### src/rtl/mem_dside_ctrl_pkg.sv
// Shared types and constants for the MEM-stage data-side access controller.
// Holds the state encoding, the transfer-size codes and the default bus widths.
package mem_dside_ctrl_pkg;

    localparam int DEF_ADDR_W = 32;
    localparam int DEF_DATA_W = 32;
    localparam int BSEL_W     = 4;

    typedef enum logic [2:0] {
        ST_IDLE  = 3'd0,
        ST_REQ   = 3'd1,
        ST_WAIT  = 3'd2,
        ST_DONE  = 3'd3,
        ST_DRAIN = 3'd4
    } dside_state_e;

    localparam logic [1:0] SIZE_B = 2'd0;
    localparam logic [1:0] SIZE_H = 2'd1;
    localparam logic [1:0] SIZE_W = 2'd2;

endpackage

### src/rtl/mem_dside_ctrl.sv
// MEM-stage data-side controller: turns a load/store into an sram-like
// req/addr_ok/data_ok transaction and stalls the pipeline while it is in flight.
module mem_dside_ctrl
    import mem_dside_ctrl_pkg::*;
#(
    parameter int ADDR_W = DEF_ADDR_W,
    parameter int DATA_W = DEF_DATA_W
) (
    input  logic              cpu_clk_50M,
    input  logic              cpu_rst,
    input  logic              mem_dce_i,
    input  logic [BSEL_W-1:0] mem_we_i,
    input  logic [BSEL_W-1:0] mem_dre_i,
    input  logic [ADDR_W-1:0] mem_addr_i,
    input  logic [DATA_W-1:0] mem_din_i,
    input  logic              flush_i,
    input  logic              stall_i,
    output logic              data_req,
    output logic              data_wr,
    output logic [1:0]        data_size,
    output logic [ADDR_W-1:0] data_addr,
    output logic [DATA_W-1:0] data_wdata,
    input  logic              data_addr_ok,
    input  logic              data_data_ok,
    input  logic [DATA_W-1:0] data_rdata,
    output logic [DATA_W-1:0] dm_o,
    output logic              stallreq_mem_o
);

    // Unrecognised enable patterns fall back to a full-word transfer.
    function automatic logic [1:0] size_enc(input logic [BSEL_W-1:0] be);
        logic [1:0] sz;
        case (be)
            4'b1111:                            sz = SIZE_W;
            4'b0011, 4'b1100:                   sz = SIZE_H;
            4'b0001, 4'b0010, 4'b0100, 4'b1000: sz = SIZE_B;
            default:                            sz = SIZE_W;
        endcase
        return sz;
    endfunction

    dside_state_e      state_q, state_d;
    logic              flush_seen_q;
    logic              wr_q;
    logic [1:0]        size_q;
    logic [ADDR_W-1:0] addr_q;
    logic [DATA_W-1:0] wdata_q;
    logic [DATA_W-1:0] dm_q;
    logic              new_acc;
    logic              req_flushed;

    always_comb begin
        state_d        = state_q;
        new_acc        = 1'b0;
        stallreq_mem_o = 1'b0;
        dm_o           = dm_q;
        req_flushed    = flush_seen_q | flush_i;

        case (state_q)
            ST_IDLE: begin
                new_acc        = mem_dce_i & ~flush_i;
                stallreq_mem_o = new_acc;
                if (new_acc) state_d = ST_REQ;
            end
            ST_REQ: begin
                // The request stays up until accepted; a flush only redirects the response.
                stallreq_mem_o = 1'b1;
                if (data_addr_ok) state_d = req_flushed ? ST_DRAIN : ST_WAIT;
            end
            ST_WAIT: begin
                if (data_data_ok) begin
                    dm_o    = data_rdata;
                    state_d = stall_i ? ST_DONE : ST_IDLE;
                end else begin
                    stallreq_mem_o = 1'b1;
                    if (flush_i) state_d = ST_DRAIN;
                end
            end
            ST_DONE: begin
                if (!stall_i || flush_i) state_d = ST_IDLE;
            end
            ST_DRAIN: begin
                stallreq_mem_o = mem_dce_i;
                if (data_data_ok) state_d = ST_IDLE;
            end
            default: state_d = ST_IDLE;
        endcase
    end

    always_ff @(posedge cpu_clk_50M) begin
        if (cpu_rst) begin
            state_q      <= ST_IDLE;
            flush_seen_q <= 1'b0;
            wr_q         <= 1'b0;
            size_q       <= SIZE_B;
            addr_q       <= '0;
            wdata_q      <= '0;
            dm_q         <= '0;
        end else begin
            state_q      <= state_d;
            flush_seen_q <= (state_q == ST_REQ) && !data_addr_ok && req_flushed;
            if (new_acc) begin
                wr_q    <= |mem_we_i;
                size_q  <= size_enc((|mem_we_i) ? mem_we_i : mem_dre_i);
                addr_q  <= mem_addr_i;
                wdata_q <= mem_din_i;
            end
            if ((state_q == ST_WAIT) && data_data_ok && !wr_q) dm_q <= data_rdata;
        end
    end

    assign data_req   = (state_q == ST_REQ);
    assign data_wr    = wr_q;
    assign data_size  = size_q;
    assign data_addr  = addr_q;
    assign data_wdata = wdata_q;

endmodule

### config.mk
export PLATFORM = sky130hd
export DESIGN_NAME = mem_dside_ctrl
export DESIGN_NICKNAME = d
export VERILOG_FILES = /design/src/rtl/mem_dside_ctrl_pkg.sv /design/src/rtl/mem_dside_ctrl.sv
export SDC_FILE = /design/constraint.sdc
export NUM_CORES = 1
export LEC_CHECK = 0
export ABC_CLOCK_PERIOD_IN_PS = 1750
export BUFFER_PORTS_ARGS = -buffer_cell sky130_fd_sc_hd__buf_4
export CELL_PAD_IN_SITES_DETAIL_PLACEMENT = 1
export CELL_PAD_IN_SITES_GLOBAL_PLACEMENT = 2
export CORE_MARGIN = 1
export CORE_UTILIZATION = 24
export CTS_BUF_LIST = sky130_fd_sc_hd__clkbuf_16
export DETAILED_ROUTE_END_ITERATION = 7
export PLACE_DENSITY_LB_ADDON = 0.08
export REMOVE_ABC_BUFFERS = 1
export SYNTH_ARGS = -nofsm -noshare
export SYNTH_HDL_FRONTEND = slang
export SYNTH_SLANG_ARGS = --single-unit
export TNS_END_PERCENT = 20
### constraint.sdc
create_clock -name cpu_clk_50M -period 1.75 [get_ports cpu_clk_50M]
set_input_delay 0.0875 -clock cpu_clk_50M [delete_from_list [all_inputs] [get_ports cpu_clk_50M]]
set_output_delay 0.0875 -clock cpu_clk_50M [all_outputs]
set_load 0.01 [all_outputs]
; ---- Word level (Yosys, flattened, before mapping)
; Cells that the tools add are included.
[classes]
reduce_logical = 13
bitwise = 3
order_cmp = 0
eq_ne = 15
div_mod_pow = 0
shift = 0
mul = 0
mux = 16
n_addsub = 0
[ops]
columns = op, count
row1 = $mux 32, 2
row2 = $mux 3, 7
row3 = $pmux 3 s5, 1
row4 = $eq 4x2->1 const B, 2
row5 = $eq 4x4->1 const B, 2
row6 = $reduce_or 4->1, 2
row7 = $eq 3x2->1 const B, 2
row8 = $ne 2x2->1 const B, 3
row9 = $reduce_and 5->1, 1
row10 = $eq 4x1->1 const B, 1
row11 = $eq 4x3->1 const B, 1
row12 = $logic_and 1x1->1, 4
row13 = $mux 4, 1
row14 = $pmux 1 s4, 1
row15 = $pmux 2 s2, 1
row16 = $eq 3x1->1 const B, 1
row17 = $eq 3x3->1 const B, 1
row18 = $logic_not 1->1, 3
row19 = $logic_not 3->1, 1
row20 = $ne 3x3->1 const B, 1
row21 = $mux 1, 2
row22 = $mux 2, 1
row23 = $ne 2x1->1 const B, 1
row24 = $reduce_or 2->1, 1
row25 = 4 further kinds, 4
[totals]
rom_bits = 0
word_cells = 54
ff_bits = 103
latch_bits = 0
n_memories = 0
output_inout_bits = 101
input_bits = 111
mem_bits_rw = 0

; ---- Longest topological paths before layout
[logic_depth]
word_depth = 5
ltp_mapped = 8
mapped_depth_nobuf = 4

; ---- Worst setup path before layout
; Ideal clock, no wire load.
[synth_path]
kind = reg2out
from = register state_q[1]
to = output port dm_o[0]
path_buffers = 3
path_stages_with_launch = 6
required_time_ns = 1.662
arrival_time_ns = 1.352
slack_ns = 0.310
cell_sequence = dfxtp_1 buf_4 and4bb_1 buf_2 buf_2 mux2_2
[synth_between]
elab_chain_cells = 2
[synth_rtl]
columns = element, line_no
row1 = "start, declared", mem_dside_ctrl.sv:42  ; dside_state_e state_q, state_d;
row2 = "start signal, assigned", mem_dside_ctrl.sv:100  ; state_q <= state_d;
row3 = $eq 3x2->1, mem_dside_ctrl.sv:59  ; case (state_q)
row4 = $mux 32, mem_dside_ctrl.sv:59
row5 = "end, declared", mem_dside_ctrl.sv:26  ; output logic [DATA_W-1:0] dm_o,
; No other way between the ends.

; ---- Final worst setup path
[layout_path]
from = register state_q[0]
to = output port dm_o[31]
; Same word-level chain as after synthesis.

==> key figures <==
Floorplan
  – Row count: 47
  – Die Span X: ~130 um
  – Initial core utilization: between 20% and 30%
  – Die area: 17800 um^2
  – Die height: between 100 and 150 um
  – Core Footprint: roughly 17000 um^2
  – # IOs: between 200 and 250

Power
  – Max VDD drop: 0.457 mV
  – LEAKAGE: 3.23 nW
  – Cell Pwr Density: 722 nW/um^2

Final layout
  – Commonest cells after routing, fill and taps aside: nand2_1, buf_4, dfxtp_1
  – Layout cell share with drive strength beyond 1: ~37%
  – Commonest non-fill, non-tap cell in the layout: nand2_1
  – FILL cells: 1951
  – Multi-input gate area: 2070 um^2
  – Diode count: 0
  – Final core occ: 46.1%
  – Area Overhead vs Synth: 86.1%
  – Register area: 2070 um^2
  – Nets: 926

Setup path
  – Kind of critical path: reg2out
  – Worst Setup SP: state_q[0]
  – Worst Setup End Kind: primary output
  – Worst setup SP type: flop
  – Worst Path Required: 1.66 ns
  – RR Startpoint: state_q[2]
  – Crit path DAT: 1.75 ns
  – Max Fanout on Critical Path: 8

Hold path
  – Min-delay src: data_rdata[23]
  – Tightest Hold Check Type: in2reg

Timing
  – Final setup vio count: 32
  – FMAX: 0.545 GHz
  – Max-slew headroom: 68.4%
  – Slew @ Worst Pin: 0.473 ns
  – Final hold violations: 0
  – Hold_ws: 0.0135 ns
  – TNS Setup: -2.20 ns
  – Final worst path period share: 105%
  – Max-slew violations: 0
  – Period minus WS final: 1.83 ns
  – Post-layout worst setup margin: -0.0834 ns
  – RSZ-0062 raised after global routing: true
  – Setup Skew: 0.00464 ns

Synth
  – Ys async rst share: 0%
  – Mux contribution to synthesized area: 8.68%
  – Distinct cells, synth: 35
  – Main synth FF type: dfxtp_1
  – Area leader, netlist: dfxtp_1
  – Largest family of logic cells by synthesized area: simple AND/OR/NAND/NOR gates
  – Synth Cell Area: 4150 um^2
  – Simple-Gate Fraction of Synth Area: 21.5%
  – Synth area leaders: dfxtp_1, nand2_1, a21oi_1
  – Synth Area in Adders: 0%
  – Register bit total from synthesis: 103
  – Mapped Cells: around 520
  – Post-synth EDFFs: 0
  – Avg Inst Size Synth: between 8 and 9 um^2
  – Seq/Total Area, Yosys: 49.7%
  – Synth Area in Compound Gates: 14.9%
  – Yosys warnings: 0
  – Synth Area in XOR/XNOR: 0.211%
  – Share of the synthesized area in the top cell type: 49.7%

Detailed routing
  – Detailed router's first-iteration violation count: 148
  – Vias: 4608
  – Routed length per instance: roughly 16 um
  – Total routed wirelength: approximately 16000 um
  – Vias/cell: 4.43
  – Initial DRT Pass Iterations: 4
  – Remaining antenna violation count: 0
  – # DRC: 0

Clock network
  – Clk sink count: between 100 and 150
  – Clk slew on worst S/H paths: roughly 0.070 ns
  – CTS max path bufs: 2
  – CTS tree: built
  – Later-pin clock latency in the skew report: 0.34 ns
  – Clock root buffer master: clkbuf_16
  – CTS Buf Count: 9
  – Htree depth: 3

Global routing
  – Total track usage: 17.6%
  – First-pass GRT wire length: between 20000 and 25000 um
  – Initial antenna violation count: 0
  – Number of global-route vias before repair: 4824
  – Largest net degree at the start of global routing: 64
  – Grt total ovfl: 0

Placed design
  – GP Congestion: 0.731
  – IO buf count: 211
  – Post-DP HPWL: 10100 um

Run
  – Max-Cap Viols: 0

Outcome
  – Failing checks: negative setup slack
  – Outcome: finished, violations left
cell type report:
| type | count | share of cell area (%) |
|---|---|---|
| Inverter | 4 | 0.194 |
| Sequential cell | 103 | 26.8 |
| Clock inverter | 7 | 0.843 |
| Clock buffer | 9 | 2.92 |
| Tap cell | 220 | 3.56 |
| Multi-Input combinational cell | 370 | 26.8 |
| Timing Repair Buffer | 327 | 38.9 |
per-layer routing:
| metal | global-route usage, % | wire length [um] |
|---|---|---|
| met1 | 19.2 | 6690 |
| met2 | 32.3 | 8400 |
| met3 | 5.25 | 1110 |
| met4 | 5.68 | 166 |
| met5 | 0 | 0 |
kinds of logic (layout without fill, tap and decap cells):
logic type      count (synthesis)  in the layout
mux                            32             32
flops                         103            103
simple gates                  222            222
buf+inv                        44            347
compound gates                115            115
xor+xnor                        1              1
per-stage QoR:
| step | std cells | instance area, um^2 | total power [mW] | worst slack, ns |
|---|---|---|---|---|
| final | 1040 | 7720 | 5.58 | -0.0834 |
| after global routing | 1040 | 7720 | 5.85 | -0.134 |
| after CTS | 1035 | 7570 | 5.60 | -0.120 |
| after detailed placement | 921 | 5990 | 3.37 | 0.116 |
| after global placement | 921 | 5990 | 3.35 | 0.185 |
| after floorplan | 477 | 3960 | 2.83 | -1.32 |
final timing paths:
kind                                       end  slack, ns  depth (start not counted)
worst max register to register  data_wdata[21]       0.02                          7
worst min register to register  data_wdata[30]       0.45                          2
worst min-delay path                  dm_q[23]       0.01                          3
worst max-delay path                  dm_o[31]      -0.08                          5
what timing repair did:
item | 4_1_cts | 5_1_grt
endpoints found under the hold margin | 92 | 0
hold buffers | 92 | 0
setup buffers | 4 | 2
setup endpoints to repair | 32 | 88
pin swaps | 1 | 4
cloned | 3 | 3
gates resized for setup | 72 | 18
power by group:
part / internal, mW / switching [mW]
Combinational: 0.596 / 0.474
Clock: 1.10 / 0.910
Sequential: 2.44 / 0.0550
flip-flops by register name, summed over array words and instances (netlist names):
signal	cells
data_addr	32
data_wdata	32
dm_q	32
state_q	3
data_size	2
data_wr	1
flush_seen_q	1
critical path, cell delays in order (launching register included):
cell      delay [ns]
dfxtp_2         0.32
and4bb_4        0.36
buf_6           0.14
buf_16          0.15
mux2_4          0.31
buf_6           0.12
Yosys cell counts, drive strengths merged, types with 2 or more instances:
cell	instances
mux2	32
nor2	10
dfxtp	103
a31oi	2
inv	4
a21oi	100
nor3b	2
buf	24
clkbuf	16
a22o	2
nand3	4
nor3	3
o31ai	3
nand2	194
Note: power is estimated with default switching activity, not from simulation.
